===== config.mk =====
export PLATFORM = sky130hd
export DESIGN_NAME = mem_stage
export DESIGN_NICKNAME = d
export VERILOG_FILES = /design/src/rtl/mem_stage.sv
export SDC_FILE = /design/constraint.sdc
export NUM_CORES = 1
export LEC_CHECK = 0
export BUFFER_PORTS_ARGS = -buffer_cell sky130_fd_sc_hd__buf_2
export CAP_MARGIN = 20
export CELL_PAD_IN_SITES_DETAIL_PLACEMENT = 1
export CELL_PAD_IN_SITES_GLOBAL_PLACEMENT = 2
export CORE_AREA = 2 2 137 139
export DETAILED_ROUTE_END_ITERATION = 16
export DIE_AREA = 0 0 139 141
export PLACE_DENSITY = 0.77
export SYNTH_ARGS = -nofsm -noshare
export SYNTH_HDL_FRONTEND = slang
export SYNTH_SLANG_ARGS = --single-unit

===== constraint.sdc =====
create_clock -name clk -period 7.3 [get_ports clk]
set_input_delay 0.365 -clock clk [delete_from_list [all_inputs] [get_ports clk]]
set_output_delay 0.365 -clock clk [all_outputs]
set_load 0.01 [all_outputs]

===== src/rtl/mem_stage.sv =====
// MEM pipeline stage: captures the EX instruction, consumes one-cycle SRAM read
// data (buffering it across WB stalls), extracts load data and forwards to WB/ID.
module mem_stage #(
  parameter logic [31:0] PC_RESET_VALUE = 32'h0000_0000
) (
  input  logic        clk,
  input  logic        reset,
  input  logic        es_to_ms_valid,
  output logic        ms_allowin,
  input  logic [31:0] es_pc,
  input  logic        es_rf_we,
  input  logic [4:0]  es_rf_waddr,
  input  logic [31:0] es_alu_result,
  input  logic        es_res_from_mem,
  input  logic [2:0]  es_load_op,
  input  logic [31:0] data_sram_rdata,
  input  logic        ws_allowin,
  output logic        ms_to_ws_valid,
  output logic [31:0] ms_pc,
  output logic        ms_rf_we,
  output logic [4:0]  ms_rf_waddr,
  output logic [31:0] ms_final_result,
  output logic        ms_res_from_mem
);

  logic        valid_q, valid_d;
  logic        first_q, first_d;
  logic [31:0] pc_q, pc_d;
  logic        rf_we_q, rf_we_d;
  logic [4:0]  waddr_q, waddr_d;
  logic [31:0] alu_q, alu_d;
  logic        res_mem_q, res_mem_d;
  logic [2:0]  load_op_q, load_op_d;
  logic        hold_vld_q, hold_vld_d;
  logic [31:0] hold_data_q, hold_data_d;

  logic        ms_ready_go;
  logic        enter, leave, capture;
  logic [31:0] raw_word, load_data;
  logic [7:0]  sel_byte;
  logic [15:0] sel_half;

  assign ms_ready_go    = 1'b1;
  assign ms_allowin     = !valid_q || (ms_ready_go && ws_allowin);
  assign ms_to_ws_valid = valid_q && ms_ready_go;

  assign enter   = es_to_ms_valid && ms_allowin;
  assign leave   = valid_q && ws_allowin;
  // rdata is only valid in the first MEM cycle; keep it if WB refuses us then
  assign capture = first_q && valid_q && res_mem_q && !ws_allowin;

  always_comb begin
    valid_d     = valid_q;
    first_d     = enter;
    pc_d        = pc_q;
    rf_we_d     = rf_we_q;
    waddr_d     = waddr_q;
    alu_d       = alu_q;
    res_mem_d   = res_mem_q;
    load_op_d   = load_op_q;
    hold_vld_d  = hold_vld_q;
    hold_data_d = hold_data_q;
    if (ms_allowin) valid_d = es_to_ms_valid;
    if (enter) begin
      pc_d      = es_pc;
      rf_we_d   = es_rf_we;
      waddr_d   = es_rf_waddr;
      alu_d     = es_alu_result;
      res_mem_d = es_res_from_mem;
      load_op_d = es_load_op;
    end
    // clearing wins so a newly entering load reads its own fresh rdata
    if (leave || enter) begin
      hold_vld_d = 1'b0;
    end else if (capture) begin
      hold_vld_d  = 1'b1;
      hold_data_d = data_sram_rdata;
    end
  end

  always_ff @(posedge clk or posedge reset) begin
    if (reset) begin
      valid_q     <= 1'b0;
      first_q     <= 1'b0;
      pc_q        <= PC_RESET_VALUE;
      rf_we_q     <= 1'b0;
      waddr_q     <= 5'd0;
      alu_q       <= 32'd0;
      res_mem_q   <= 1'b0;
      load_op_q   <= 3'd0;
      hold_vld_q  <= 1'b0;
      hold_data_q <= 32'd0;
    end else begin
      valid_q     <= valid_d;
      first_q     <= first_d;
      pc_q        <= pc_d;
      rf_we_q     <= rf_we_d;
      waddr_q     <= waddr_d;
      alu_q       <= alu_d;
      res_mem_q   <= res_mem_d;
      load_op_q   <= load_op_d;
      hold_vld_q  <= hold_vld_d;
      hold_data_q <= hold_data_d;
    end
  end

  assign raw_word = (first_q || !hold_vld_q) ? data_sram_rdata : hold_data_q;

  always_comb begin
    sel_byte = raw_word[7:0];
    case (alu_q[1:0])
      2'd1:    sel_byte = raw_word[15:8];
      2'd2:    sel_byte = raw_word[23:16];
      2'd3:    sel_byte = raw_word[31:24];
      default: sel_byte = raw_word[7:0];
    endcase
    sel_half = alu_q[1] ? raw_word[31:16] : raw_word[15:0];
    case (load_op_q)
      3'b001:  load_data = {{24{sel_byte[7]}}, sel_byte};
      3'b101:  load_data = {24'd0, sel_byte};
      3'b010:  load_data = {{16{sel_half[15]}}, sel_half};
      3'b110:  load_data = {16'd0, sel_half};
      default: load_data = raw_word;
    endcase
  end

  assign ms_pc           = pc_q;
  assign ms_rf_we        = valid_q && rf_we_q;
  assign ms_rf_waddr     = waddr_q;
  assign ms_res_from_mem = valid_q && res_mem_q;
  assign ms_final_result = ms_res_from_mem ? load_data : alu_q;

endmodule


Word-level counts from Yosys, hierarchy flattened

Cells that the tools add are included.

Register bits: 109
Bits of input ports: 110
Output and inout port bits: 73
Word-level logic and storage cells: 40

Equal/unequal tests: 7
Muxes and demuxes: 7
Bitwise gates (word level): 1
Reductions and logical operators: 15

Operators with widths:

| cell               | count |
|---|---|
| $pmux 32 s4        | 1 |
| $mux 32            | 2 |
| $pmux 8 s3         | 1 |
| $mux 16            | 1 |
| $logic_and 1x1->1  | 7 |
| $eq 3x3->1 const B | 2 |
| $eq 2x2->1 const B | 2 |
| $eq 3x1->1 const B | 1 |
| $eq 3x2->1 const B | 1 |
| $logic_not 1->1    | 3 |
| $logic_or 1x1->1   | 3 |
| $eq 2x1->1 const B | 1 |
| $mux 1             | 2 |
| $reduce_and 2->1   | 1 |
| $reduce_bool 2->1  | 1 |
| $not 1->1          | 1 |

Logic depth before layout (Yosys ltp)

Word-level depth: 6
Mapped depth: 8
Depth with buffers taken out: 5

Least setup slack after synthesis

No wires, ideal clock.

Path type: register to output
Start: reg hold_vld_q
End: out ms_final_result[29]
Arrival time: 1701 ps
Path slack: 5234 ps
Cell stages (with the launch flop): 9
Path buffers: 3
Cell sequence: dfrtp_1 > nand2b_4 > buf_6 > mux4_2 > and3_1 > buf_6 > buf_6 > nor2_1 > a21oi_1

Cells in the longest elaborated chain, start to end: 6
Elaborated cells between the ends (all ways): 7

RTL lines:

| element                                      | line     | source |
|---|---|---|
| start, declared                              | 34       | `logic hold_vld_q, hold_vld_d;` |
| start signal, assigned                       | 102      | `hold_vld_q <= hold_vld_d;` |
| $logic_not 1->1 *                            | 107      | `assign raw_word = (first_q \|\| !hold_vld_q) ? data_sram_rdata : hold_data_q;` |
| $logic_or 1x1->1 *                           | 107      |  |
| $mux 32 *                                    | 107      |  |
| $pmux 8 s3 / $mux 16 (equally long branches) | 111, 117 |  |
| $pmux 32 s4 *                                | 118      | `case (load_op_q)` |
| $mux 32 *                                    | 131      | `assign ms_final_result = ms_res_from_mem ? load_data : alu_q;` |
| end, declared                                | 22       | `output logic [31:0] ms_final_result,` |

Mark *: on every way between the ends. The rest lies on a longest branch, timed or not.

Final worst setup path

Start: reg first_q
End: out ms_final_result[24]

Cells in the longest elaborated chain, start to end: 5
Elaborated cells between the ends (all ways): 6

RTL lines:

| element                                      | line     | source |
|---|---|---|
| start, declared                              | 27       | `logic first_q, first_d;` |
| start signal, assigned                       | 95       | `first_q <= first_d;` |
| $logic_or 1x1->1 *                           | 107      |  |
| $mux 32 *                                    | 107      |  |
| $pmux 8 s3 / $mux 16 (equally long branches) | 111, 117 |  |
| $pmux 32 s4 *                                | 118      |  |
| $mux 32 *                                    | 131      |  |

Marks and branches as above.

==> results.sh <==
export IMPL_htreeDepth=3
export IMPL_worstSetupPathType="reg -> out"
export IMPL_hold_viol=0
export IMPL_die_h_um=141
export IMPL_max_vdd_ir_drop_mv=0.106
export IMPL_outcome="complete, no violations"
export IMPL_maxCapViolCount=0
export IMPL_dr_pass1_iters=4
export IMPL_clkSlewWorstSetupHoldPaths_ns=0.07
export IMPL_met2_usage_pct=26.9
export IMPL_drive_gt1_share_pct=49.7
export IMPL_worstPathRequired_ns=6.93
export IMPL_syn_area_um2=5310
export IMPL_ys_ff_latch=109
export IMPL_dieArea_um2=19600
export IMPL_core_area_um2=18300
export IMPL_worstSetupStartpointType="register"
export IMPL_synth_seq_area_share_pct=51.4
export IMPL_antenna_cells=0
export IMPL_cts_buffers=9
export IMPL_drt_antenna_violating_nets=0
export IMPL_endpoint_kind="output port"
export IMPL_fin_crit_sh_pct=42.0
export IMPL_antenna_found_initial=2
export IMPL_slew_violations=0
export IMPL_busiest_layer="met2"
export IMPL_power_density_nw_per_um2=263
export IMPL_finalSetupTns_ns=0
export IMPL_fin_util_pct=37.0
export IMPL_cts_sinks=109
export IMPL_fp_dieW_um=139
export IMPL_place_ws_ns=4.57
export IMPL_finalNetCount=735
export IMPL_grt_max_degree=85
export IMPL_cts_tree="done"
export IMPL_syn_nets=565
export IMPL_hold_slack_ns=0.221
export IMPL_ioPinCount=183
export IMPL_synthCells=455
export IMPL_num_rows=50
export IMPL_final_cell_mix="buf_2 (182), dfrtp_1 (109), mux2_2 (105)"
export IMPL_drt_iter0_drc=152
export IMPL_dp_hpwl_um=12600
export IMPL_grt_first_pass_wirelength_um=25900
export IMPL_syn_avg_cell_area_um2=11.7
export IMPL_cp_max_fo=33
export IMPL_finalSetupViolations=0
export IMPL_fin_skew_ns=0.00840
export IMPL_clockBufferDepth=2
export IMPL_yosysUniqueCellTypes=31
export IMPL_final_common_cell="buf_2"
export IMPL_async_flop_share_pct=100
export IMPL_power_leakage_nw=3.35
export IMPL_slew_limit_headroom_pct=33.6
export IMPL_grt_pass1_vias=4643
export IMPL_routed_wl_um=16700
export IMPL_fmax_mhz=326
export IMPL_clock_latency_ns=0.36
export IMPL_avgViaCountPerCell=4.94
export IMPL_rsz0062_at_grt="false"
export IMPL_power_mw=1.78
export IMPL_worstMarginPinSlew_ns=0.996
export IMPL_synth_flop_cell="dfrtp_1"
export IMPL_routedWlPerCell_um=19.3
export IMPL_fin_ws_ns=4.23
export IMPL_vias=4271
export IMPL_critPathArrivalTime_ns=2.70
export IMPL_yosys_warnings=0
export IMPL_n_fill_cell=2096
export IMPL_min_period_ns=3.07
export IMPL_start_util_pct=29.1
export IMPL_track_usage_pct=17.0
export IMPL_hp_class="in -> reg"
export IMPL_overflow=0
export IMPL_areaGrowthSynthToFinish_pct=27.2
export IMPL_synth_edff_count=0
export IMPL_use_met1_pct=22.7
export IMPL_drc=0
export IMPL_finalWeightedCongestion=0.793
export IMPL_io_buffers=182
export IMPL_grt_use_met3_pct=5.10
export IMPL_cts_root_buf="clkbuf_16"
[flip-flops by register name, indices dropped and copies added, names as in the netlist]
signal,cells
hold_vld_q,1
ms_to_ws_valid,1
hold_data_q,32
rf_we_q,1
first_q,1
load_op_q,3
alu_q,32
ms_rf_waddr,5
res_mem_q,1
ms_pc,32
[worst max-delay path, cell delays in order (launching register included)]
cell,delay [ns]
dfrtp_1,0.38
nand2b_4,0.42
mux4_2,0.49
and3_1,0.58
nor2_1,0.13
a21oi_1,0.19
buf_2,0.16
[synth_stat cells (all sizes together) (5+ instances only)]
master / n / area share [%]
dfrtp: 109 / 51
mux2: 105 / 22
nor2: 43 / 3.0
mux2i: 37 / 7.0
a21oi: 36 / 3.4
o21ai: 27 / 2.5
clkbuf: 21 / 1.5
o22ai: 21 / 2.5
nand2: 14 / 0.99
inv: 12 / 0.85
buf: 8 / 1.2
nand2b: 5 / 0.73
[power by group]
group	total, mW	internal, mW	leakage (nW)	switching, mW
Clock	0.500	0.272	0.152	0.228
Sequential	0.795	0.725	1.29	0.0699
Combinational	0.482	0.230	1.91	0.252
Total	1.78	1.23	3.35	0.551
[area by class of cell]
type	instances	area [µm²]	share of cell area, %
timing repair buffer	188	978	14.5
inverter	12	47.5	0.704
multi-input combinational	305	2400	35.5
clock inverter	3	26.3	0.389
clock buffer	13	280	4.15
sequential	109	2730	40.4
tap	234	293	4.34
[metrics by stage]
stage / instances / instance area [µm²]
2_1_floorplan: 455 / 5310
3_3_place_gp: 846 / 6410
3_5_place_dp: 846 / 6410
4_1_cts: 863 / 6720
5_1_grt: 864 / 6750
6_report: 864 / 6750
[layer usage]
metal | vias up | wire (µm) | share of wire [%]
met4 | 4 | 231 | 1.4
li1 | 1951 | - | -
met2 | 169 | 7600 | 46
met1 | 2128 | 7540 | 45
met3 | 19 | 1270 | 7.6
met5 | - | 23 | 0.14
[cell families (layout without fill, tap and decap cells)]
| group | after synthesis | in the layout | share of synthesized area, % |
|---|---|---|---|
| AO/OA/AOI/OAI | 91 | 91 | 9.50 |
| buffers and inverters | 41 | 216 | 3.58 |
| flip-flops | 109 | 109 | 51.4 |
| multiplexers | 143 | 143 | 29.7 |
| AND/OR/NAND/NOR | 71 | 71 | 5.87 |
[worst paths after layout]
kind	start	endpoint	slack [ns]	cells past startpoint
worst min-delay path	es_load_op[2]	load_op_q[2]	0.22	3
min in group asynchronous	reset	alu_q[30]	0.54	3
worst max-delay path	first_q	ms_final_result[24]	4.23	6
worst max register to register	ms_to_ws_valid	hold_data_q[26]	4.81	6
worst min register to register	ms_pc[7]	ms_pc[7]	0.50	1
max in group asynchronous	reset	rf_we_q	5.72	5
[repair_timing]
action                                 4_1_cts  5_1_grt
buffers inserted                             0        0
endpoints found under the hold margin       25        0
hold buffers                                 1        0
resized for setup                            0        0
Power figures use the tool's default switching activity.
